`src/rtl/pipeline_hazard_controller_if.sv`:
```
// pipeline_hazard_controller_if: stage register indices, control bits and hazard-controller outputs
interface pipeline_hazard_controller_if #(parameter int CNT_W = 16);
  logic [1:0] id_rs;
  logic [1:0] id_rt;
  logic id_uses_rs;
  logic id_uses_rt;
  logic id_jump;
  logic id_halt;
  logic [1:0] ex_dest;
  logic [1:0] mem_dest;
  logic [1:0] wb_dest;
  logic ex_reg_write;
  logic mem_reg_write;
  logic wb_reg_write;
  logic ex_mem_read;
  logic ex_redirect;
  logic pc_write;
  logic if_id_write;
  logic if_id_flush;
  logic id_ex_stall;
  logic id_ex_bubble;
  logic halted;
  logic [CNT_W-1:0] stall_cycles;
  modport master (
    output id_rs, id_rt, id_uses_rs, id_uses_rt, id_jump, id_halt,
    output ex_dest, mem_dest, wb_dest, ex_reg_write, mem_reg_write, wb_reg_write,
    output ex_mem_read, ex_redirect,
    input  pc_write, if_id_write, if_id_flush, id_ex_stall, id_ex_bubble, halted, stall_cycles
  );
  modport slave (
    input  id_rs, id_rt, id_uses_rs, id_uses_rt, id_jump, id_halt,
    input  ex_dest, mem_dest, wb_dest, ex_reg_write, mem_reg_write, wb_reg_write,
    input  ex_mem_read, ex_redirect,
    output pc_write, if_id_write, if_id_flush, id_ex_stall, id_ex_bubble, halted, stall_cycles
  );
endinterface

```
`src/rtl/pipeline_hazard_controller.sv`:
```
// pipeline_hazard_controller: stall/flush/halt sequencing for the 5-stage pipeline
// Define HAZARD_FORWARDING_EN when the datapath forwards from EX/MEM and MEM/WB.
module pipeline_hazard_controller #(
  parameter int CNT_W = 16
) (
  input logic clk,
  input logic reset_n,
  pipeline_hazard_controller_if.slave bus
);
  typedef enum logic [1:0] {RUN, FLUSH, DRAIN, HALTED} state_t;
  state_t state, state_nx;
  logic [1:0] drain, drain_nx;
  logic [CNT_W-1:0] cnt;
  logic hazard, ex_hit;
  logic pc_write, if_id_write, if_id_flush, id_ex_stall, id_ex_bubble;
  assign ex_hit = (bus.id_uses_rs && bus.id_rs == bus.ex_dest) || (bus.id_uses_rt && bus.id_rt == bus.ex_dest);
`ifdef HAZARD_FORWARDING_EN
  assign hazard = ex_hit && bus.ex_mem_read && bus.ex_reg_write;
`else
  logic mem_hit, wb_hit;
  assign mem_hit = (bus.id_uses_rs && bus.id_rs == bus.mem_dest) || (bus.id_uses_rt && bus.id_rt == bus.mem_dest);
  assign wb_hit  = (bus.id_uses_rs && bus.id_rs == bus.wb_dest) || (bus.id_uses_rt && bus.id_rt == bus.wb_dest);
  assign hazard  = (ex_hit && bus.ex_reg_write) || (mem_hit && bus.mem_reg_write) || (wb_hit && bus.wb_reg_write);
`endif
  always_comb begin
    state_nx = state;
    drain_nx = drain;
    pc_write = 1'b0;
    if_id_write = 1'b0;
    if_id_flush = 1'b0;
    id_ex_stall = 1'b0;
    id_ex_bubble = 1'b0;
    case (state)
      RUN: begin
        if (bus.ex_redirect) begin
          id_ex_bubble = 1'b1;
          if_id_flush = 1'b1;
          pc_write = 1'b1;
          state_nx = FLUSH;
        end else if (hazard) begin
          id_ex_stall = 1'b1;
        end else if (bus.id_jump) begin
          if_id_flush = 1'b1;
          pc_write = 1'b1;
        end else if (bus.id_halt) begin
          id_ex_stall = 1'b1;
          drain_nx = 2'd2;
          state_nx = DRAIN;
        end else begin
          pc_write = 1'b1;
          if_id_write = 1'b1;
        end
      end
      FLUSH: begin
        pc_write = 1'b1;
        if_id_write = 1'b1;
        state_nx = RUN;
      end
      DRAIN: begin
        id_ex_stall = 1'b1;
        drain_nx = drain - 2'd1;
        state_nx = drain <= 2'd1 ? HALTED : DRAIN;
      end
      default: id_ex_stall = 1'b1;
    endcase
  end
  always_ff @(posedge clk or negedge reset_n) begin
    if (!reset_n) begin
      state <= RUN;
      drain <= 2'd0;
      cnt <= '0;
    end else begin
      state <= state_nx;
      drain <= drain_nx;
      if ((state == RUN || state == DRAIN) && !pc_write && cnt != '1)
        cnt <= cnt + 1'b1;
    end
  end
  // Controls are forced low while reset is held, whatever the inputs.
  assign bus.pc_write     = reset_n && pc_write;
  assign bus.if_id_write  = reset_n && if_id_write;
  assign bus.if_id_flush  = reset_n && if_id_flush;
  assign bus.id_ex_stall  = reset_n && id_ex_stall;
  assign bus.id_ex_bubble = reset_n && id_ex_bubble;
  assign bus.halted       = reset_n && state == HALTED;
  assign bus.stall_cycles = cnt;
endmodule

```
`src/flat_wrapper.sv`:
```
// flat-port wrapper written by rule: the top's interface ports become plain ports
module pipeline_hazard_controller_flat 
#(
  parameter int CNT_W = 16
)
  (clk, reset_n, bus_id_rs, bus_id_rt, bus_id_uses_rs, bus_id_uses_rt, bus_id_jump, bus_id_halt, bus_ex_dest, bus_mem_dest, bus_wb_dest, bus_ex_reg_write, bus_mem_reg_write, bus_wb_reg_write, bus_ex_mem_read, bus_ex_redirect, bus_pc_write, bus_if_id_write, bus_if_id_flush, bus_id_ex_stall, bus_id_ex_bubble, bus_halted, bus_stall_cycles);
  pipeline_hazard_controller_if #(.CNT_W(CNT_W)) bus_i ();
  input logic clk;
  input logic reset_n;
  input wire logic [$bits(bus_i.id_rs)-1:0] bus_id_rs;
  input wire logic [$bits(bus_i.id_rt)-1:0] bus_id_rt;
  input wire logic [$bits(bus_i.id_uses_rs)-1:0] bus_id_uses_rs;
  input wire logic [$bits(bus_i.id_uses_rt)-1:0] bus_id_uses_rt;
  input wire logic [$bits(bus_i.id_jump)-1:0] bus_id_jump;
  input wire logic [$bits(bus_i.id_halt)-1:0] bus_id_halt;
  input wire logic [$bits(bus_i.ex_dest)-1:0] bus_ex_dest;
  input wire logic [$bits(bus_i.mem_dest)-1:0] bus_mem_dest;
  input wire logic [$bits(bus_i.wb_dest)-1:0] bus_wb_dest;
  input wire logic [$bits(bus_i.ex_reg_write)-1:0] bus_ex_reg_write;
  input wire logic [$bits(bus_i.mem_reg_write)-1:0] bus_mem_reg_write;
  input wire logic [$bits(bus_i.wb_reg_write)-1:0] bus_wb_reg_write;
  input wire logic [$bits(bus_i.ex_mem_read)-1:0] bus_ex_mem_read;
  input wire logic [$bits(bus_i.ex_redirect)-1:0] bus_ex_redirect;
  output wire logic [$bits(bus_i.pc_write)-1:0] bus_pc_write;
  output wire logic [$bits(bus_i.if_id_write)-1:0] bus_if_id_write;
  output wire logic [$bits(bus_i.if_id_flush)-1:0] bus_if_id_flush;
  output wire logic [$bits(bus_i.id_ex_stall)-1:0] bus_id_ex_stall;
  output wire logic [$bits(bus_i.id_ex_bubble)-1:0] bus_id_ex_bubble;
  output wire logic [$bits(bus_i.halted)-1:0] bus_halted;
  output wire logic [$bits(bus_i.stall_cycles)-1:0] bus_stall_cycles;
  assign bus_i.id_rs = bus_id_rs;
  assign bus_i.id_rt = bus_id_rt;
  assign bus_i.id_uses_rs = bus_id_uses_rs;
  assign bus_i.id_uses_rt = bus_id_uses_rt;
  assign bus_i.id_jump = bus_id_jump;
  assign bus_i.id_halt = bus_id_halt;
  assign bus_i.ex_dest = bus_ex_dest;
  assign bus_i.mem_dest = bus_mem_dest;
  assign bus_i.wb_dest = bus_wb_dest;
  assign bus_i.ex_reg_write = bus_ex_reg_write;
  assign bus_i.mem_reg_write = bus_mem_reg_write;
  assign bus_i.wb_reg_write = bus_wb_reg_write;
  assign bus_i.ex_mem_read = bus_ex_mem_read;
  assign bus_i.ex_redirect = bus_ex_redirect;
  assign bus_pc_write = bus_i.pc_write;
  assign bus_if_id_write = bus_i.if_id_write;
  assign bus_if_id_flush = bus_i.if_id_flush;
  assign bus_id_ex_stall = bus_i.id_ex_stall;
  assign bus_id_ex_bubble = bus_i.id_ex_bubble;
  assign bus_halted = bus_i.halted;
  assign bus_stall_cycles = bus_i.stall_cycles;
  pipeline_hazard_controller #(.CNT_W(CNT_W)) u_core (.clk(clk), .reset_n(reset_n), .bus(bus_i));
endmodule
```
`config.mk`:
```
export PLATFORM = sky130hd
export DESIGN_NAME = pipeline_hazard_controller_flat
export DESIGN_NICKNAME = d
export VERILOG_FILES = /design/src/rtl/pipeline_hazard_controller_if.sv /design/src/rtl/pipeline_hazard_controller.sv /design/src/flat_wrapper.sv
export SDC_FILE = /design/constraint.sdc
export NUM_CORES = 1
export LEC_CHECK = 0
export ABC_AREA = 1
export BUFFER_PORTS_ARGS = -buffer_cell sky130_fd_sc_hd__buf_2
export CORE_ASPECT_RATIO = 1.5
export CORE_MARGIN = 4
export CORE_UTILIZATION = 30
export DETAILED_ROUTE_END_ITERATION = 8
export HOLD_SLACK_MARGIN = 0.02
export PLACE_DENSITY = 0.59
export RECOVER_POWER = 50
export SLEW_MARGIN = 20
export SYNTH_ARGS = -nofsm -noshare
export SYNTH_HDL_FRONTEND = slang
export SYNTH_SLANG_ARGS = --single-unit
```
`constraint.sdc`:
```
create_clock -name clk -period 2.3 [get_ports clk]
set_input_delay 0.23 -clock clk [delete_from_list [all_inputs] [get_ports clk]]
set_output_delay 0.23 -clock clk [all_outputs]
set_load 0.1 [all_outputs]
```
## Word-level counts from Yosys, hierarchy flattened

Index checks and enable logic that the tools add are counted.

| operators by class | value |
|---|---|
| reduce and logical (&&, ||, !) cells | 29 |
| $lt $le $gt $ge | 1 |
| eq/ne operators | 17 |
| add/subtract/negate cells | 2 |
| muxes and demuxes | 28 |

Operators with widths:

| operator | number |
|---|---|
| $mux W1 | 18 |
| $logic_and A1 B1 Y1 | 17 |
| $add A16 B1 Y16 const B | 1 |
| $ne A16 B16 Y1 const B | 1 |
| $eq A2 B2 Y1 | 6 |
| $mux W2 | 5 |
| $ne A3 B3 Y1 const B | 3 |
| $ne A2 B2 Y1 const B | 4 |
| $logic_or A1 B1 Y1 | 6 |
| $pmux W1 S2 | 3 |
| $pmux W2 S3 | 1 |
| $reduce_and A5 Y1 | 1 |
| $eq A2 B2 Y1 const B | 2 |
| $pmux W2 S2 | 1 |
| $reduce_and A4 Y1 | 1 |
| $reduce_bool A3 Y1 | 1 |
| $eq A2 B1 Y1 const B | 1 |
| $le A2 B1 Y1 const B | 1 |
| $logic_not A2 Y1 | 1 |
| $reduce_bool A2 Y1 | 1 |
| $sub A2 B1 Y2 const B | 1 |
| $logic_not A1 Y1 | 1 |

| storage, ports and cells | value |
|---|---|
| output and inout bits | 22 |
| bits of input ports | 21 |
| register bits | 20 |
| word-level logic and storage cells | 80 |

## Depth between registers and ports, before layout

| depth | value |
|---|---|
| depth in word-level cells | 12 |
| gate-level depth with buffers | 12 |
| depth with buffers taken out | 11 |

## Worst setup path after synthesis

Ideal clock, no wire load.

| timing path | value |
|---|---|
| kind | reg2out |
| from | register u_core.state[0] |
| to | output port bus_id_ex_stall |
| buffers on the path | 0 |
| path slack | -1161 ps |
| required time | 2070 ps |
| data arrival time | 3231 ps |
| cell stages (with the launch flop) | 8 |
| cells stage by stage | dfrtp_1 inv_1 ha_1 nand2_1 inv_1 nand4_1 nand2_1 a211oi_1 |

| on the way | value |
|---|---|
| cells in the longest elaborated chain, start to end | 3 |
| elaborated cells on any way between the ends | 4 |
| classes of those cells | eq/ne (1); mux (1); reduce/logical (2) |

Ends and longest elaborated chain:

| element | RTL line | source |
|---|---|---|
| start, declared | pipeline_hazard_controller.sv:11 | `state_t state, state_nx;` |
| start signal, assigned | pipeline_hazard_controller.sv:73 | `state <= state_nx;` |
| $eq A2 B1 Y1 / $logic_not A2 Y1 (equally long branches) | pipeline_hazard_controller.sv:33 | `case (state)` |
| $pmux W1 S2 * | pipeline_hazard_controller.sv:33 |  |
| $logic_and A1 B1 Y1 * | pipeline_hazard_controller.sv:83 | `assign bus.id_ex_stall = reset_n && id_ex_stall;` |
| end, declared | flat_wrapper.sv:27 | `output wire logic [$bits(bus_i.id_ex_stall)-1:0] bus_id_ex_stall;` |

Mark *: on every way between the ends. The rest lies on a longest branch, timed or not.

## Worst setup path in the final report

Same ends and word-level chain as after synthesis.

==> impl_metrics.yaml <==
worst_setup_path:
  critical_path.endpoint_type: "output pin"
  worst-endpoint-required_ps: 2070
  crit_fanout: 6
  worstPathArrival_ps: 1920
  classification_of_the_worst_setup_path: "reg2out"
  start_kind: "register"
  r2r_setup_slack_ps: 510
final_layout:
  flow.area_growth_from_synthesis_pct: 22.6
  layout-drive-gt1-share_pct: 18.2
  layout.filler_cells: 566
  seqCellArea_um2: 503
  final_nets: 313
  multi_input_area_um2: 1010
  antennaDiodeCount: 0
timing:
  timing.final.ws_setup_ps: 151
  final_max_slew_viol_count: 0
  number_of_setup_violations_in_the_final_report: 0
  fmaxAchievable_mhz: 465
  rsz_0062_raised_after_global_routing: "false"
  worst_slew_pin_slew_ps: 1160
  timing.setup.tns_ps: 0
  timing.final.crit_share_pct: 93.5
  hold-worst-slack_ps: 396
  number_of_failing_hold_endpoints_at_the_final_stage: 0
  maxSlewHeadroom_pct: 22.9
  skew_ps: 1.56
  period_minus_slack_ps: 2150
synth:
  yosys.cell_types.count: 29
  synth-edff-count: 0
  ys.flop_type: "dfrtp_1"
  netlist.area_leader.share_pct: 30.4
  synthTopCellsByCount: "nand2_1 (87), inv_1 (30), dfrtp_1 (20), nand4_1 (18), nor2_1 (13)"
  netlist.top_cell.by_area: "dfrtp_1"
  postSynthAreaPerCell_um2: 6.86
  synthMostInstantiatedCell: "nand2_1"
  synth_area_um2: 1650
  share_of_flip_flops_with_an_asynchronous_set_or_reset_after_synthesis_pct: 100
  postSynthRegisterBits: 20
  synth-seq-area-share_pct: 30.4
  yosysWarningCount: 0
  synth.top_cells.by_area: "dfrtp_1 (30%), nand2_1 (20%), inv_1 (6.8%)"
  post_synthesis_net_count: 267
  synth_cells: 240
flow_run:
  max_cap_viol_count: 0
pwr:
  switching_power_w: 0.00129
  internal_power_w: 0.000909
  irDropWorstVdd_uv: 867
  p_comb_share_pct: 66.3
  fin_total_pwr_w: 0.00220
  p_clk_share_pct: 10.7
  total_leakage_power_nw: 1.10
  power-per-cell-area_nw_per_um2: 1090
  power.share.switching_pct: 58.7
  share_seq_of_total_power_pct: 23.0
placement:
  detailed_placer_s_ending_hpwl_um: 3190
  buffer_ports.inserted: 41
  globalplace.congestion: 0.775
  post-place-ws_ps: 332
route:
  drt_pass1_iterations: 4
  detailroute.via_count: 1664
  drt-total-wl_um: 4090
  detailedRoute.firstIterationViolations: 35
  viasPerCell: 4.71
  number_of_remaining_drc_errors: 0
  antenna_violating_nets_remaining: 0
  routed_len_inst_um: 11.6
worst_hold_path:
  hold_class: "in2reg"
floorplanning:
  io_pins: 43
  row_count: 32
  die-height_um: 98.7
  die_w_um: 68.5
  core_region_area_um2: 5250
  initial_core_util_pct: 31.4
  die_area_um2: 6760
clocking:
  cts_sinks: 20
  htreeDepth: 1
  cts_made_buffers: 3
  tritoncts_clock_tree: "built"
  cts.path.max_buffers: 2
  worst_setup_hold_path_clk_slew_ps: 70
  worst_skew_pair.late_latency_ps: 260
  clock-root-buffer: "clkbuf_8"
  post-cts-setup-buffers: 0
global_route:
  globalRouteTotalUtil_pct: 12.2
  antenna_found_initial: 0
  grt_max_degree: 21
  grt_pass1_wl_um: 6530
  number_of_global_route_vias_before_repair: 1557
  overflow: 0
run_status:
  outcome: "complete, no violations"
## sequential cells by signal (all words and copies together) (netlist names)
signal	flops
u_core.drain	2
u_core.bus.stall_cycles	16
u_core.state	2
## cell usage in the layout, fill, tap and decap left out, types with 2 or more instances in the layout
cell      count
nor3_1        2
buf_4         2
ha_1          6
nand3b_1      2
inv_1        30
o21ai_0       8
dfrtp_2       2
nor2_4        4
a21oi_1       7
nand4_1      18
nand3_1      12
buf_12        2
clkbuf_1     13
nor2_1       13
xnor2_1       6
clkbuf_8      3
xor2_1        7
dfrtp_1      18
inv_2         2
nand2_1      87
buf_2        27
## power by group through the flow
| stage | Combinational, W | Sequential (W) | Clock [W] |
|---|---|---|---|
| 6_report | 0.00146 | 0.000507 | 0.000235 |
| 5_1_grt | 0.00158 | 0.000523 | 0.000257 |
| 4_1_cts | 0.00149 | 0.000505 | 0.000246 |
| 3_5_place_dp | 0.00149 | 0.000510 | 0 |
| 3_3_place_gp | 0.00147 | 0.000510 | 0 |
| 2_1_floorplan | 0.000891 | 0.000786 | 0 |
## cells by family after synthesis
kind of cell             share of synthesized area, %
XOR/XNOR                                         6.91
flip-flops                                       30.4
AND/OR/NAND/NOR                                  41.8
AO/OA/AOI/OAI                                    7.14
buffers and inverters                            9.19
adder cells (fa/ha/maj)                          4.56
## routing by layer
| layer | vias up | GRT usage [%] | routed length [µm] |
|---|---|---|---|
| met5 | - | 0 | 0 |
| met4 | 0 | 3.68 | 42 |
| met3 | 4 | 1.48 | 262 |
| met2 | 51 | 23.4 | 2210 |
| met1 | 748 | 13.0 | 1580 |
| li1 | 861 | - | - |
## through the flow
step / area [µm²] / instances / util (%)
after CTS: 2030 / 353 / 38.8
after detailed placement: 1980 / 348 / 37.7
after floorplan: 1660 / 240 / -
after global routing: 2020 / 353 / 38.5
final: 2020 / 353 / 38.5
after global placement: 1980 / 348 / 37.7
## critical path, stage by stage (launching register included)
cell      delay (ps)
dfrtp_1          410
inv_1             80
ha_1             270
nand2_1          110
inv_1             40
nand4_1          140
nand2_1          120
a211oi_2         150
clkbuf_4         350
## worst paths after layout
path                                            start                          to  cells past startpoint
setup / recovery                      u_core.state[0]             bus_id_ex_stall                      8
min in group asynchronous                     reset_n             u_core.drain[0]                      3
hold reg to reg                       u_core.drain[1]             u_core.drain[1]                      2
max in group asynchronous                     reset_n  u_core.bus.stall_cycles[0]                      3
hold / removal                        bus_ex_redirect             u_core.state[0]                      3
setup reg to reg           u_core.bus.stall_cycles[0]  u_core.bus.stall_cycles[9]                      9
## area by class of cell
| type | count | area share (%) |
|---|---|---|
| clock buffers | 4 | 2.23 |
| inverters | 33 | 6.13 |
| multi-input cells | 183 | 50.0 |
| flip-flops and latches | 20 | 24.9 |
| well taps | 68 | 4.21 |
| repair buffers | 45 | 12.5 |
## what timing repair did
action | CTS | global route
hold endpoints to repair | 20 | 0
hold buffers | 1 | 0
endpoints found under the setup margin | 0 | 1
resized for setup | 0 | 1
Power figures use the tool's default switching activity.
